**src/rtl/pdm_rec_play_ctrl.sv**
```systemverilog
// rtl/pdm_rec_play_ctrl.sv - PDM mic record / amplifier playback sequencer owning the sample RAM port
// Build option: define PLAY_LOOP_EN to repeat playback while the play button stays held.
module pdm_rec_play_ctrl #(
    parameter int CLK_DIV = 25,
    parameter int ADDR_W  = 14
) (
    input  logic              clk,
    input  logic              reset,
    input  logic              rec,
    input  logic              play,
    input  logic              data_in,
    output logic              bclk,
    output logic              lrsel,
    output logic              data_out,
    output logic              ampSD,
    output logic              wr,
    output logic              rd,
    output logic [ADDR_W-1:0] mem_addr,
    output logic [7:0]        mem_wdata,
    input  logic [7:0]        mem_rdata,
    output logic [ADDR_W:0]   rec_len,
    output logic              busy
);
    localparam int                DIV_W     = (CLK_DIV > 1) ? $clog2(CLK_DIV) : 1;
    localparam logic [DIV_W-1:0]  DIV_LAST  = DIV_W'(CLK_DIV - 1);
    localparam logic [DIV_W-1:0]  DIV_ONE   = DIV_W'(1);
    localparam logic [ADDR_W-1:0] ADDR_LAST = '1;
    localparam logic [ADDR_W-1:0] ADDR_ONE  = ADDR_W'(1);
    localparam logic [ADDR_W:0]   LEN_ONE   = (ADDR_W + 1)'(1);

    typedef enum logic [1:0] {
        ST_IDLE = 2'd0,
        ST_REC  = 2'd1,
        ST_PLAY = 2'd2
    } state_t;

    state_t            state_q, state_d;
    logic [DIV_W-1:0]  div_cnt_q, div_cnt_d;
    logic              bclk_q, bclk_d;
    logic              rec_s1_q, rec_s1_d;
    logic              rec_s2_q, rec_s2_d;
    logic              rec_prev_q, rec_prev_d;
    logic              play_s1_q, play_s1_d;
    logic              play_s2_q, play_s2_d;
    logic              play_prev_q, play_prev_d;
    logic [3:0]        bit_cnt_q, bit_cnt_d;
    logic [7:0]        shift_q, shift_d;
    logic              load_q, load_d;
    logic              data_out_q, data_out_d;
    logic              amp_q, amp_d;
    logic              wr_q, wr_d;
    logic              rd_q, rd_d;
    logic [ADDR_W-1:0] mem_addr_q, mem_addr_d;
    logic [7:0]        mem_wdata_q, mem_wdata_d;
    logic [ADDR_W:0]   rec_len_q, rec_len_d;

    logic              div_wrap;
    logic              rise_tick;
    logic              fall_tick;
    logic              rec_rise;
    logic              play_rise;
    logic              more_bytes;
    logic              end_play;
    logic [ADDR_W:0]   next_addr;

    always_comb begin
        div_wrap   = (div_cnt_q == DIV_LAST);
        rise_tick  = div_wrap && !bclk_q;
        fall_tick  = div_wrap && bclk_q;
        rec_rise   = rec_s2_q && !rec_prev_q;
        play_rise  = play_s2_q && !play_prev_q;
        next_addr  = {1'b0, mem_addr_q} + LEN_ONE;
        more_bytes = (next_addr < rec_len_q);
        end_play   = 1'b0;

        state_d     = state_q;
        div_cnt_d   = div_wrap ? '0 : div_cnt_q + DIV_ONE;
        bclk_d      = div_wrap ? !bclk_q : bclk_q;
        rec_s1_d    = rec;
        rec_s2_d    = rec_s1_q;
        rec_prev_d  = rec_s2_q;
        play_s1_d   = play;
        play_s2_d   = play_s1_q;
        play_prev_d = play_s2_q;
        bit_cnt_d   = bit_cnt_q;
        shift_d     = shift_q;
        load_d      = rd_q;
        data_out_d  = data_out_q;
        amp_d       = amp_q;
        wr_d        = 1'b0;
        rd_d        = 1'b0;
        mem_addr_d  = mem_addr_q;
        mem_wdata_d = mem_wdata_q;
        rec_len_d   = rec_len_q;

        unique case (state_q)
            ST_IDLE: begin
                // Record beats play when both buttons rise together.
                if (rec_rise) begin
                    state_d    = ST_REC;
                    mem_addr_d = '0;
                    bit_cnt_d  = '0;
                    rec_len_d  = '0;
                end else if (play_rise && (rec_len_q != '0)) begin
                    state_d    = ST_PLAY;
                    mem_addr_d = '0;
                    bit_cnt_d  = '0;
                    rd_d       = 1'b1;
                    amp_d      = 1'b1;
                end
            end
            ST_REC: begin
                if (wr_q) begin
                    rec_len_d = rec_len_q + LEN_ONE;
                    if (mem_addr_q == ADDR_LAST) begin
                        state_d = ST_IDLE;
                    end else begin
                        mem_addr_d = mem_addr_q + ADDR_ONE;
                    end
                end else if (rise_tick) begin
                    shift_d = {shift_q[6:0], data_in};
                    if (bit_cnt_q == 4'd7) begin
                        bit_cnt_d = '0;
                        if (rec_s2_q) begin
                            wr_d        = 1'b1;
                            mem_wdata_d = {shift_q[6:0], data_in};
                        end else begin
                            state_d = ST_IDLE;
                        end
                    end else begin
                        bit_cnt_d = bit_cnt_q + 4'd1;
                    end
                end
            end
            ST_PLAY: begin
                // Shift register holds the not-yet-emitted bits left-aligned.
                if (load_q) begin
                    shift_d    = {mem_rdata[6:0], 1'b0};
                    data_out_d = mem_rdata[7];
                    bit_cnt_d  = 4'd1;
                end else if (fall_tick && !rd_q) begin
                    if (bit_cnt_q != 4'd8) begin
                        data_out_d = shift_q[7];
                        shift_d    = {shift_q[6:0], 1'b0};
                        bit_cnt_d  = bit_cnt_q + 4'd1;
                    end else begin
`ifdef PLAY_LOOP_EN
                        if (!play_s2_q) begin
                            end_play = 1'b1;
                        end else begin
                            rd_d       = 1'b1;
                            mem_addr_d = more_bytes ? mem_addr_q + ADDR_ONE : '0;
                        end
`else
                        if (more_bytes) begin
                            rd_d       = 1'b1;
                            mem_addr_d = mem_addr_q + ADDR_ONE;
                        end else begin
                            end_play = 1'b1;
                        end
`endif
                    end
                end
            end
            default: begin
                state_d = ST_IDLE;
            end
        endcase

        if (end_play) begin
            state_d    = ST_IDLE;
            amp_d      = 1'b0;
            data_out_d = 1'b0;
            bit_cnt_d  = '0;
        end
    end

    always_ff @(posedge clk or negedge reset) begin
        if (!reset) begin
            state_q     <= ST_IDLE;
            div_cnt_q   <= '0;
            bclk_q      <= 1'b0;
            rec_s1_q    <= 1'b0;
            rec_s2_q    <= 1'b0;
            rec_prev_q  <= 1'b0;
            play_s1_q   <= 1'b0;
            play_s2_q   <= 1'b0;
            play_prev_q <= 1'b0;
            bit_cnt_q   <= '0;
            shift_q     <= '0;
            load_q      <= 1'b0;
            data_out_q  <= 1'b0;
            amp_q       <= 1'b0;
            wr_q        <= 1'b0;
            rd_q        <= 1'b0;
            mem_addr_q  <= '0;
            mem_wdata_q <= '0;
            rec_len_q   <= '0;
        end else begin
            state_q     <= state_d;
            div_cnt_q   <= div_cnt_d;
            bclk_q      <= bclk_d;
            rec_s1_q    <= rec_s1_d;
            rec_s2_q    <= rec_s2_d;
            rec_prev_q  <= rec_prev_d;
            play_s1_q   <= play_s1_d;
            play_s2_q   <= play_s2_d;
            play_prev_q <= play_prev_d;
            bit_cnt_q   <= bit_cnt_d;
            shift_q     <= shift_d;
            load_q      <= load_d;
            data_out_q  <= data_out_d;
            amp_q       <= amp_d;
            wr_q        <= wr_d;
            rd_q        <= rd_d;
            mem_addr_q  <= mem_addr_d;
            mem_wdata_q <= mem_wdata_d;
            rec_len_q   <= rec_len_d;
        end
    end

    assign bclk      = bclk_q;
    assign lrsel     = 1'b0;
    assign data_out  = data_out_q;
    assign ampSD     = amp_q;
    assign wr        = wr_q;
    assign rd        = rd_q;
    assign mem_addr  = mem_addr_q;
    assign mem_wdata = mem_wdata_q;
    assign rec_len   = rec_len_q;
    assign busy      = (state_q != ST_IDLE);

endmodule

```
**config.mk**
```make
export PLATFORM = sky130hd
export DESIGN_NAME = pdm_rec_play_ctrl
export DESIGN_NICKNAME = d
export VERILOG_FILES = /design/src/rtl/pdm_rec_play_ctrl.sv
export SDC_FILE = /design/constraint.sdc
export NUM_CORES = 1
export LEC_CHECK = 0
export CAP_MARGIN = 30
export CORE_ASPECT_RATIO = 0.7
export CORE_MARGIN = 2
export CORE_UTILIZATION = 55
export CTS_CLUSTER_SIZE = 25
export DETAILED_ROUTE_END_ITERATION = 12
export PLACE_DENSITY = 0.78
export SLEW_MARGIN = 20
export SYNTH_ARGS = -nofsm -noshare
export SYNTH_HDL_FRONTEND = slang
export SYNTH_SLANG_ARGS = --single-unit
```
**constraint.sdc**
```tcl
create_clock -name clk -period 3.85 [get_ports clk]
set_input_delay 0.77 -clock clk [delete_from_list [all_inputs] [get_ports clk]]
set_output_delay 0.77 -clock clk [all_outputs]
set_load 0.03 [all_outputs]
```
### Yosys cells after proc, flatten, opt, wreduce, memory -nomap -nowiden

Index checks and enable logic that the tools add are counted.

| storage, ports and cells | value |
|---|---|
| flip-flop bits (word level) | 68 |
| input port bits | 13 |
| output and inout port bits | 44 |
| word-level logic and storage cells | 149 |

| operators by class | value |
|---|---|
| add/sub/neg operators | 5 |
| order comparisons | 1 |
| equality and inequality tests | 29 |
| muxes and demuxes | 64 |
| bitwise gates (word level) | 1 |
| reduce and logical (&&, ||, !) cells | 30 |

Operators with widths:

| operator | count |
|---|---|
| 2-to-1 mux 14 bit | 8 |
| case mux 14 bit (3 select lines) | 1 |
| 2-to-1 mux 8 bit | 5 |
| 2-to-1 mux 4 bit | 9 |
| inequality test 4 bit, second input constant | 8 |
| 2-to-1 mux 15 bit | 2 |
| case mux 15 bit (2 select lines) | 1 |
| 2-to-1 mux 1 bit | 25 |
| inequality test 2 bit, second input constant | 10 |
| 2-to-1 mux 2 bit | 8 |
| case mux 8 bit (2 select lines) | 1 |
| adder 14 x 1 -> 15 bit, second input constant | 1 |
| adder 15 x 1 -> 15 bit, second input constant | 1 |
| < comparator 15 bit | 1 |
| inequality test 3 bit, second input constant | 5 |
| nonzero test 15 bit | 1 |
| adder 14 x 1 -> 14 bit, second input constant | 1 |
| equality test 14 bit, second input constant | 1 |
| case mux 4 bit (3 select lines) | 1 |
| AND reduction 6 bit | 2 |
| nonzero test 2 bit | 6 |
| AND reduction 5 bit | 2 |
| AND reduction 3 bit | 3 |
| nonzero test 3 bit | 3 |
| 16 further kinds | 24 |

### Logic depth before layout (Yosys ltp)

| depth | value |
|---|---|
| depth in word-level cells | 9 |
| mapped depth | 14 |
| gate-level depth less buffers | 12 |

### Worst setup path before layout

Ideal clock, no wire load.

| timing path | value |
|---|---|
| kind | register -> register |
| start point | register mem_addr_q[0] (netlist: mem_addr[0]) |
| end point | register mem_addr_q[0] (netlist: mem_addr[0]) |
| library setup time | 0.127 ns |
| arrival | 3.101 ns |
| data required time | 3.723 ns |
| setup slack | 0.621 ns |
| cell stages (with the launch flop) | 13 |
| buffers on the path | 1 |
| clock period less this slack | 3.229 ns |
| cell sequence | dfrtp_1 > ha_1 > nand3_1 > or3_1 > xnor2_1 > ha_1 > a21oi_1 > o21a_1 > o21ai_1 > a211oi_4 > o21a_1 > buf_6 > mux2_1 |

| on the way | value |
|---|---|
| longest elaborated chain between the ends | 6 |
| elaborated cells between the ends (all ways) | 14 |
| classes of those cells | add/sub (2); order compare (1); eq/ne (3); mux (7); reduce/logical (1) |

Ends and longest elaborated chain:

| element | RTL line | text |
|---|---|---|
| from (decl) | 53 | `logic [ADDR_W-1:0] mem_addr_q, mem_addr_d;` |
| from (signal assigned) | 216 | `mem_addr_q <= mem_addr_d;` |
| parallel branches: the longest is 6 deep, another holds adder 14 x 1 -> 15 bit | n/a |  |

Parallel ways; which one is timed is not known. The select of a mux whose other input is x is not followed.
A chain may end at the register's enable or synchronous reset.

### Final worst setup path

| timing path | value |
|---|---|
| start point | register mem_addr_q[2] (netlist: mem_addr[2]) |
| end point | register mem_addr_q[0] (netlist: mem_addr[0]) |

| on the way | value |
|---|---|
| longest elaborated chain between the ends | 4 |
| elaborated cells between the ends (all ways) | 6 |
| classes of those cells | add/sub (1); order compare (1); eq/ne (3); reduce/logical (1) |

Ends and longest elaborated chain:

| element | RTL line | text |
|---|---|---|
| adder 14 x 1 -> 15 bit | 72 | `next_addr = {1'b0, mem_addr_q} + LEN_ONE;` |
| < comparator 15 bit | 73 | `more_bytes = (next_addr < rec_len_q);` |
| inequality test 2 bit (no source line) | n/a |  |
| AND reduction 8 bit (no source line) * | n/a |  |

Mark *: on every way between the ends. The rest lies on a longest branch, timed or not.

==> flow_summary.ini <==
[finish]
final_common_cell = dfrtp_1
area_growth_pct = 19.5
final_cell_mix = dfrtp_1 (68), clkdlybuf4s50_1 (54), inv_1 (37), nand2_1 (35), nor2_1 (30)
drive_gt1_share_pct = 11.0
post-route-util_pct = 68.4
fin_cells = 580
nets = 518
antennaDiodeCount = 0
fill_cells = 588

[worst_hold_path]
worstHoldPathType = in2async

[power_and_ir_drop]
power.density_mw_per_mm2 = 420
irDropWorstVdd_v = 0.000302
p_leak_nw = 2.19
p_total_mw = 2.11

[clock_network]
post_cts_buffers = 0
clk_latency_ns = 0.35
cts.sinks = 68
cts_buffer_depth = 2
holdBufCountCts = 0
cts_root_buffer = clkbuf_8
cts_tree = yes
cts_buffers = 9
clk_pin_slew_ns = 0.07
ctsResizeCount = 0
htree_levels = 3

[job]
drv_cap = 0

[global_routing]
grt_max_degree = 35
grt_pass1_wl_um = 15900
grt_pass1_vias = 3101
grtUsageTotal_pct = 24.5
grt_antenna_before_repair = 0
overflow = 0

[synthesis]
mappedNetlistArea_mm2 = 0.00421
ys_ff_latch = 68
synth_ff_type = dfrtp_1
synthCells = 420
yosysWarnings = 0
synth_nets = 459
avgSynthCellArea_um2 = 10.0
synth.distinct_cells = 65
synth-edff-count = 0
ys_async_sr_fraction_pct = 100
yosysSeqAreaShare_pct = 40.4

[place]
dp_hpwl_um = 7250
io_buffers = 55
finalWeightedCongestion = 0.917
placed_cells = 565

[routing]
totalWireLength_um = 9580
detail_route.wl_per_cell_um = 16.5
num_vias = 3314
drtPass1Iterations = 5
ant_nets = 0
via_per_inst = 5.71
drt-initial-drc-count = 227
drc = 0

[worst_setup_path]
cp_max_fo = 8
start_kind = flip-flop
crit_path_cell_trace = and3_1, nand3_1, or3_1, xnor2_1, ha_1, a21oi_1, o21a_1, o21ai_1, a211oi_4, o21a_1, buf_4, mux2_1
arrival_ns = 3.72
crit_required_ns = 4.08
cp_slowest_cell = dfrtp_1
critical_path.max_stage_delay_ns = 0.50
end_kind = flip-flop
crit_type = reg2reg
worst_path_most_repeated_cell = o21a_1

[timing]
timing.slew.headroom_pct = 41.5
max_freq_mhz = 287
grt_setup_unrepaired = no
setup_violations = 0
clock_skew_ns = 0.0102
timing_worst_slew_pin_value_ns = 0.871
setup_tns_ns = 0
finalMaxSlewViolations = 0
hold_viol_final = 0
finalCritPeriodShare_pct = 90.6
period_needed_ns = 3.49

[floorplanning]
num_rows = 26
die-area_mm2 = 0.00838
start_util_pct = 57.2
dieWidth_um = 109
io-pin-count = 57
core_area_mm2 = 0.00735
die_h_um = 77.2

[outcome]
status = completed
==> sequential cells by signal, summed over array words and instances, names as in the netlist, 2 cells and up <==
name,cells
bit_cnt_q,4
state_q,2
mem_addr,14
rec_len,15
div_cnt_q,5
shift_q,8
mem_wdata,8
==> layout make-up <==
class                      instances  area, um^2  share of cell area (%)
clock buffer                      12         155                    3.08
clock inverter                     2        35.0                   0.696
inverter                          39         146                    2.91
multi-input combinational        300        2280                    45.3
sequential                        68        1700                    33.8
tap                               98         123                    2.44
timing repair buffer              61         591                    11.7
==> stage by stage <==
step / hold slack, ns / cell area (um^2) / worst slack, ns
after floorplan: 0.331 / 4210 / 0.621
after global placement: 0.337 / 4830 / 0.592
after detailed placement: 0.339 / 4830 / 0.428
after CTS: 0.308 / 5020 / 0.407
after global routing: 0.318 / 5030 / 0.116
final: 0.311 / 5030 / 0.363
==> worst paths after layout <==
path	depth (start not counted)	slack, ns	to	start
max in group asynchronous	2	2.80	rec_len[11]	reset
min in group clk	0	0.35	play_prev_d	play_s1_q
hold / removal	1	0.31	mem_wdata[5]	reset
setup reg to reg	12	0.36	mem_addr[0]	mem_addr[2]
setup / recovery	12	0.36	mem_addr[0]	mem_addr[2]
hold reg to reg	0	0.35	play_prev_d	play_s1_q
==> critical path: cells and delay by family (launching register included) <==
family          cells  cell delay [ns]
compound gates      5             1.01
xor+xnor            1             0.21
fa+ha+maj           1             0.29
buf+inv             1             0.18
flops               1             0.50
mux                 1             0.33
simple gates        3             0.84
==> cells by family after synthesis <==
kind of cell | Yosys count | share of synthesized area (%)
xor gates and xnor gates | 26 | 5.41
and+or+nand+nor | 143 | 19.2
DFF | 68 | 40.4
AOI/OAI and AO/OA | 79 | 14.7
muxes | 25 | 6.96
buffers and inverters | 52 | 5.41
adders and majority gates | 26 | 7.73
other | 1 | 0.0891
==> per-layer routing <==
layer,track usage (%),routed length [um],vias up
met5,0,0,-
met4,6.79,105,0
met3,6.29,577,9
met2,34.0,4130,114
met1,37.5,4760,1590
li1,-,-,1601
==> power breakdown <==
group / switching [mW] / total (mW) / internal, mW
clock: 0.259 / 0.585 / 0.326
sequential: 0.0662 / 0.842 / 0.775
combinational: 0.430 / 0.686 / 0.256
==> synth_stat cells, drive strengths merged (6+ instances only) <==
cell	count	share of area, %
o21ai	20	2.4
nand2	36	3.3
nor4	7	1.9
ha	26	7.7
mux2	10	3.4
nand2b	6	0.89
mux2i	15	3.6
nand4	14	2.4
o211ai	12	3.0
buf	7	1.4
nor3	6	0.71
clkbuf	6	0.54
nor2	31	2.9
a21oi	13	1.6
xnor2	24	5.0
nand3	18	2.3
dfrtp	68	40
nor2b	6	1.1
inv	38	3.4
Note: power is estimated with default switching activity, not from simulation.
